`src/rtl/fifo_arb_pkg.sv`:
```
// ============================================================================
// Module      : fifo_arb_pkg
// Description : Shared types and helpers for the fifo write arbiter.
// Revision    : 1.0 - initial release
// ============================================================================
`default_nettype none

package fifo_arb_pkg;

   typedef enum logic [0:0] {
      IDLE  = 1'b0,
      GRANT = 1'b1
   } arb_state_t;

   // Circular search begins just after the previous winner.
   function automatic int unsigned rr_start_idx(input int unsigned last_grant,
                                                input int unsigned num_req);
      return (last_grant + 1) % num_req;
   endfunction

endpackage

`default_nettype wire

```
`src/rtl/fifo_wr_arbiter_rr_pick.sv`:
```
// ============================================================================
// Module      : rr_pick
// Description : Combinational round-robin picker over a request vector.
// Revision    : 1.0 - initial release
// ============================================================================
`default_nettype none

module rr_pick
   import fifo_arb_pkg::*;
#(
   parameter  int NUM_REQ = 4,
   localparam int ID_W    = $clog2(NUM_REQ)
) (
   input  logic [NUM_REQ-1:0] i_req,
   input  logic [ID_W-1:0]    i_last_grant,
   output logic [ID_W-1:0]    o_grant_id,
   output logic               o_valid
);

   int unsigned     w_start;
   logic [ID_W-1:0] w_idx;

   // Scan from the farthest offset down so the nearest requester wins last.
   always_comb begin
      o_grant_id = '0;
      o_valid    = 1'b0;
      w_idx      = '0;
      w_start    = rr_start_idx(32'(i_last_grant), NUM_REQ);
      for (int i = NUM_REQ - 1; i >= 0; i--) begin
         w_idx = ID_W'((w_start + 32'(i)) % NUM_REQ);
         if (i_req[w_idx]) begin
            o_grant_id = w_idx;
            o_valid    = 1'b1;
         end
      end
   end

endmodule

`default_nettype wire

```
`src/rtl/fifo_wr_arbiter.sv`:
```
// ============================================================================
// Module      : fifo_wr_arbiter
// Description : Round-robin burst arbiter sharing one fifo write port.
// Revision    : 1.0 - initial release
// ============================================================================
`default_nettype none

module fifo_wr_arbiter
   import fifo_arb_pkg::*;
#(
   parameter  int NUM_REQ   = 4,
   parameter  int BUS_WIDTH = 32,
   parameter  int MAX_BURST = 8,
   localparam int ID_W      = $clog2(NUM_REQ)
) (
   input  logic                         clk,
   input  logic                         rst_n,
   input  logic [NUM_REQ-1:0]           i_req,
   input  logic [NUM_REQ*BUS_WIDTH-1:0] i_data,
   output logic [NUM_REQ-1:0]           o_ack,
   output logic                         o_fifo_wr,
   output logic [BUS_WIDTH-1:0]         o_fifo_data,
   input  logic                         i_fifo_full,
   output logic [ID_W-1:0]              o_grant_id,
   output logic                         o_busy
);

   localparam int                 c_CNT_W     = $clog2(MAX_BURST + 1);
   localparam logic [c_CNT_W-1:0] c_LAST_BEAT = c_CNT_W'(MAX_BURST - 1);

   arb_state_t          r_state;
   arb_state_t          w_state_nxt;
   logic [ID_W-1:0]     r_grant_id;
   logic [ID_W-1:0]     r_last_grant;
   logic [c_CNT_W-1:0]  r_beat_cnt;
   logic [ID_W-1:0]     w_pick_id;
   logic                w_pick_valid;
   logic                w_req_g;
   logic                w_accept;
   logic                w_release;
   logic [BUS_WIDTH-1:0] w_slice [NUM_REQ];

   genvar k;
   generate
      for (k = 0; k < NUM_REQ; k++) begin : g_slice
         assign w_slice[k] = i_data[k*BUS_WIDTH +: BUS_WIDTH];
      end
   endgenerate

   rr_pick #(
      .NUM_REQ (NUM_REQ)
   ) u_rr_pick (
      .i_req        (i_req),
      .i_last_grant (r_last_grant),
      .o_grant_id   (w_pick_id),
      .o_valid      (w_pick_valid)
   );

   assign w_req_g    = i_req[r_grant_id];
   assign o_grant_id = r_grant_id;

   always_ff @(posedge clk or negedge rst_n) begin
      if (!rst_n) begin
         r_state <= IDLE;
      end else begin
         r_state <= w_state_nxt;
      end
   end

   always_comb begin
      w_state_nxt = r_state;
      o_busy      = 1'b0;
      o_fifo_wr   = 1'b0;
      o_ack       = '0;
      o_fifo_data = '0;
      w_accept    = 1'b0;
      w_release   = 1'b0;
      case (r_state)
         IDLE: begin
            if (w_pick_valid) begin
               w_state_nxt = GRANT;
            end
         end
         GRANT: begin
            o_busy                = 1'b1;
            o_fifo_data           = w_slice[r_grant_id];
            w_accept              = w_req_g && !i_fifo_full;
            o_fifo_wr             = w_accept;
            o_ack[r_grant_id]     = w_accept;
            // A dropped request ends the burst without a write.
            w_release = !w_req_g || (w_accept && (r_beat_cnt == c_LAST_BEAT));
            if (w_release) begin
               w_state_nxt = IDLE;
            end
         end
         default: begin
            w_state_nxt = IDLE;
         end
      endcase
   end

   always_ff @(posedge clk or negedge rst_n) begin
      if (!rst_n) begin
         r_grant_id   <= '0;
         r_last_grant <= ID_W'(NUM_REQ - 1);
         r_beat_cnt   <= '0;
      end else begin
         if ((r_state == IDLE) && w_pick_valid) begin
            r_grant_id <= w_pick_id;
         end
         if (w_release) begin
            r_last_grant <= r_grant_id;
            r_beat_cnt   <= '0;
         end else if (w_accept) begin
            r_beat_cnt <= r_beat_cnt + 1'b1;
         end
      end
   end

endmodule

`default_nettype wire

```
`config.mk`:
```
export PLATFORM = sky130hd
export DESIGN_NAME = fifo_wr_arbiter
export DESIGN_NICKNAME = d
export VERILOG_FILES = /design/src/rtl/fifo_arb_pkg.sv /design/src/rtl/fifo_wr_arbiter_rr_pick.sv /design/src/rtl/fifo_wr_arbiter.sv
export SDC_FILE = /design/constraint.sdc
export NUM_CORES = 1
export LEC_CHECK = 0
export CAP_MARGIN = 25
export CORE_AREA = 4 4 66 68
export DETAILED_ROUTE_END_ITERATION = 8
export DIE_AREA = 0 0 70 72
export DONT_BUFFER_PORTS = 1
export GPL_TIMING_DRIVEN = 0
export SLEW_MARGIN = 30
export SYNTH_ARGS = -nofsm -noshare
export SYNTH_HDL_FRONTEND = slang
export SYNTH_SLANG_ARGS = --single-unit
```
`constraint.sdc`:
```
create_clock -name clk -period 2.2 [get_ports clk]
set_input_delay 0.66 -clock clk [delete_from_list [all_inputs] [get_ports clk]]
set_output_delay 0.66 -clock clk [all_outputs]
set_load 0.02 [all_outputs]
```
* Word level (Yosys, flattened, before mapping)
Cells that the tools add are included.
Word-level totals: word-level logic and storage cells 61, bits in registers 9, output and inout bits 40, input bits 135
Cells by class: add/subtract/negate cells 5, multiplexer cells 33, eq/ne operators 1, reductions and logical operators 8, magnitude comparators 7, bitwise operators 3
Operators with widths (number):
- $mux W32 | 3
- $bmux W32 S2 | 1
- $lt A2 B3 Y1 const B | 5
- $mux W1 | 15
- $mux W4 | 3
- $bmux W1 S2 | 5
- $mux W2 | 4
- $add A2 B1 Y2 const B | 2
- $add A2 B2 Y2 const B | 2
- $add A4 B1 Y4 const B | 1
- $and A4 B4 Y4 | 1
- $eq A4 B3 Y1 const B | 1
- $logic_and A1 B1 Y1 | 4
- $ge A3 B3 Y1 const B | 1
- $not A2 Y3 | 1
- $demux W1 S2 | 1
- $ge A2 B1 Y1 const B | 1
- $logic_not A1 Y1 | 2
- $pmux W1 S2 | 1
- $reduce_bool A2 Y1 | 1
- $logic_or A1 B1 Y1 | 1
- $not A1 Y1 | 1

* Depth between registers and ports, before layout
depth in word-level cells 10, gate-level depth with buffers 6, gate-level depth less buffers 5

* Hierarchy
A second synthesis with hierarchy kept.
Unflattened totals: cells, all modules 138, area total of the unflattened synthesis 1606.5 um^2
Modules (own cells, without submodules):
- fifo_wr_arbiter | area an instance 1522.7 um^2, cells an instance 124, times used 1, sequential area each 227.7 um^2
- rr_pick | area an instance 83.8 um^2, cells an instance 14, times used 1, sequential area each 0.0 um^2

* Worst setup path before layout
Ideal clock, no wire load.
path type reg-to-output, from register r_grant_id[0] (netlist: o_grant_id[0]), to output port o_fifo_data[0], arrival 1624 ps, data required time 1540 ps, setup slack -84 ps, path buffers 2, stages on the path, launching flop included 5, path through dfrtp_1 buf_6 buf_2 mux4_2 and2_1
Between the ends: longest elaborated chain between the ends 5
RTL lines:
- start, declared | line fifo_wr_arbiter.sv:33 | logic [ID_W-1:0] r_grant_id;
- start signal, assigned | line fifo_wr_arbiter.sv:109 | r_grant_id <= w_pick_id;
- $not A2 Y3 (not written as such) | line fifo_wr_arbiter.sv:86 | o_fifo_data = w_slice[r_grant_id];
- $bmux W32 S2 | line fifo_wr_arbiter.sv:86
- $mux W32 (not written as such) (2 in series) | line fifo_wr_arbiter.sv:86
- $mux W32 | line fifo_wr_arbiter.sv:78 | case (r_state)
- end, declared | line fifo_wr_arbiter.sv:22 | output logic [BUS_WIDTH-1:0] o_fifo_data,
No other way between the ends. The select of a mux whose other input is x is not followed.

* Worst setup path in the final report
from register r_grant_id[0] (netlist: o_grant_id[0]), to output port o_ack[3]
Between the ends: longest elaborated chain between the ends 6, elaborated cells on any way between the ends 10, those cells by class order compare (2); mux (5); bitwise (1); reduce/logical (2)
RTL lines:
- $lt A2 B3 Y1 (not written as such) or $ge A2 B1 Y1 (tied branches) | line fifo_wr_arbiter.sv:89 | o_ack[r_grant_id] = w_accept;
- $logic_and A1 B1 Y1 (not written as such) | line fifo_wr_arbiter.sv:89
- $mux W1 (not written as such) | line fifo_wr_arbiter.sv:89
- $demux W1 S2 | line fifo_wr_arbiter.sv:89
- $and A4 B4 Y4 (no line) (*)
- $mux W4 (*) | line fifo_wr_arbiter.sv:78
- end, declared | line fifo_wr_arbiter.sv:20 | output logic [NUM_REQ-1:0] o_ack,
Every way passes the cells marked *; elsewhere a longest branch is shown, timed or not. The select of a mux whose other input is x is not followed.

==> results.tsv <==
stage	metric	value	unit
run_status	status	complete, but fails checks	
run_status	violations	negative setup slack	
die	io-pin-count	175	
die	die_w	70	um
clock_tree	cts_sinks	9	
cells_and_area	design_area	1950	um^2
logic_synthesis	yosysTopAreaCellShare	0.465	
sta	tightest_slew	0.559	ns
logic_synthesis	syn_area	1600	um^2
die	dieArea	5040	um^2
global_routing	antenna_found_initial	0	
logic_synthesis	yosys.area.top_type	mux4_2	
placement	hpwl	4.93	mm
placement	post-place-ws	-0.242	ns
global_routing	grt_usage	0.214	
clock_tree	cts.path.max_buffers	2	
setup_path	worstReg2RegStart	o_grant_id[0]	
logic_synthesis	ys_warn_count	0	
power	p_per_area	1730	nW/um^2
sta	rsz0062_at_grt	true	
die	dieHeight	72	um
logic_synthesis	synth.area.top_cells	mux4_2 (46%), and2_1 (13%), dfrtp_1 (11%), dfstp_2 (3.3%), buf_2 (1.9%)	
sta	setup_violations	35	
setup_path	end_kind	primary output	
logic_synthesis	synth_seq_cells	9	
global_routing	grt_pass1_vias	1454	
sta	slew_violations	0	
placement	io_buffers	0	
setup_path	rrSetupSlack	0.30	ns
cells_and_area	final_layout_size_suffix_gt1_frac	0.669	
sta	fin_setup_tns	-5.31	ns
clock_tree	root_buffer	clkbuf_8	
logic_synthesis	synthArstFlopShare	1.00	
sta	hold_viol_final	0	
hold_path	hp-class	input pin to async pin	
logic_synthesis	synth_seq_area_share	0.142	
detailed_routing	vias	1377	
setup_path	crit_required	1.54	ns
detailed_routing	drc	0	
setup_path	critical_path_class	register to primary output	
power	irDropWorstVdd	0.000624	V
detailed_routing	via_per_inst	6.75	
sta	timing.final.crit_share	1.10	
flow_run	drv_cap	0	
die	start_util	0.415	
placement	dpl-instance-area	1670	um^2
clock_tree	path_clk_slew	0.05	ns
cells_and_area	area_growth	22.1	%
detailed_routing	dr.pass1.iters	3	
global_routing	grt_start_max_net_pins	11	
setup_path	cp-start-kind	register	
global_routing	use_met2	0.371	
sta	relSlewSlack	0.624	
logic_synthesis	syn_inst	141	
die	row_count	23	
global_routing	grt.busiest_layer	met2	
detailed_routing	drtIter0Drc	64	
cells_and_area	nFillCells	368	
logic_synthesis	synthDistinctLibCells	37	
sta	timing.fmax	0.412	GHz
logic_synthesis	synth_area_per_cell	11.3	um^2
sta	fin_crit	2.43	ns
detailed_routing	wl_per_cell	27.9	um
die	core_area	3860	um^2
clock_tree	cts_tree	yes	
sta	finClkSkew	0.00217	ns
setup_path	crit_fanout	6	
detailed_routing	routed_wl	5.69	mm
logic_synthesis	syn_nets	277	
cells_and_area	fin_nets	291	
power	power_leakage	0.759	nW
cells_and_area	multi_input_area	1400	um^2
sta	setup_slack	-0.227	ns
placement	place.gp.congestion	0.882	
global_routing	use_met3	0.0637	
detailed_routing	postRouteAntennaNets	0	
global_routing	grt_use_met1	0.264	
setup_path	cp.arrival	1.77	ns
clock_tree	cts_max_level	1	
cells_and_area	ff_latch_area	231	um^2
setup_path	reg2reg_to	r_last_grant[0]	
global_routing	grt_pass1_wl	8.54	mm
logic_synthesis	synth_ff_type	dfrtp_1	
cells_and_area	antenna_cells	0	
setup_path	rr_worst_depth	6	
cells_and_area	final_util	0.506	
global_routing	gr-total-overflow	0	
clock_tree	cts_buffers	3	
clock_tree	clk_latency	0.24	ns
logic_synthesis	synth-edff-count	0	
-- per-stage QoR --
stage                     std cells  hold WS (ns)  total power, mW
after global placement          191         0.365             2.53
final                           204         0.114             3.37
after floorplan                 141         0.364             2.27
after detailed placement        191         0.365             2.57
after CTS                       196         0.113             3.25
after global routing            204         0.109             3.55
-- worst max-delay path: stages, from the launching register on --
cell	delay [ns]
dfrtp_2	0.44
buf_8	0.17
mux4_2	0.52
and2_4	0.20
and3_4	0.20
-- cells in the final DEF (no fill, tap or decap), types with 2 or more instances in the layout --
cell	count
mux4_2	33
and2_4	31
buf_4	10
nand2_1	5
a21oi_1	5
nor2_1	5
clkbuf_2	4
o21ai_0	4
dfrtp_1	4
buf_12	3
inv_1	3
clkbuf_8	3
dfrtp_2	3
buf_8	2
and2_1	2
buf_2	2
nor2b_1	2
mux2i_1	2
nor3b_1	2
a211oi_1	2
and3_1	2
dfstp_2	2
-- cells in the mapped netlist, types with 3 or more instances --
library cell and number:
dfrtp_1 7, and3_1 3, a21oi_1 5, mux4_2 33, clkbuf_1 4, nor2b_1 3
o21ai_0 4, nand2_1 5, inv_1 3, nor2_1 6, buf_2 6, and2_1 32
-- cell type report --
cell class              instances  area share
multi-input cells             116       0.715
inverters                       3     0.00577
clock buffers                   4      0.0231
repair buffers                  9      0.0346
well taps                      50      0.0320
plain buffers                  13      0.0711
flip-flops and latches          9       0.119
-- worst max path at each step --
| stage | from | endpoint | slack, ns | cells past startpoint |
|---|---|---|---|---|
| floorplan | o_grant_id[0] | o_fifo_data[0] | -0.08 | 4 |
| global placement | o_grant_id[0] | o_fifo_data[20] | -0.21 | 4 |
| detailed placement | o_grant_id[0] | o_fifo_data[20] | -0.24 | 4 |
| CTS | o_grant_id[0] | o_ack[3] | -0.24 | 4 |
| global route | o_grant_id[0] | o_ack[3] | -0.26 | 4 |
| finish | o_grant_id[0] | o_ack[3] | -0.23 | 4 |
-- cell families (layout without fill, tap and decap cells) --
family / count (synthesis) / after routing / synth area share
flip-flops: 9 / 9 / 0.142
AO/OA/AOI/OAI: 16 / 16 / 0.0649
XOR/XNOR: 1 / 1 / 0.00548
buffers and inverters: 16 / 29 / 0.0469
adder cells (fa/ha/maj): 1 / 1 / 0.00782
multiplexers: 37 / 37 / 0.494
AND/OR/NAND/NOR: 61 / 61 / 0.239
-- what timing repair did --
action,CTS,global route
endpoints found under the setup margin,37,37
hold buffers,0,0
pin swaps,1,1
resized for setup,83,12
setup buffers,1,8
-- metal layers --
layer / up-vias / share of wire
li1: 580 / -
met1: 703 / 0.35
met2: 85 / 0.54
met3: 9 / 0.093
met4: 0 / 0.018
met5: - / 0
-- where the power goes --
part	internal (mW)	switching (mW)
logic	1.45	1.34
registers	0.252	0.129
clock network	0.127	0.0711
total	1.83	1.54
-- registers in the layout (all words and copies together), names as in the netlist --
name and cells:
o_grant_id 2, r_last_grant 2, r_beat_cnt 4, r_state 1
No activity file was read; power rests on OpenSTA's default activity.
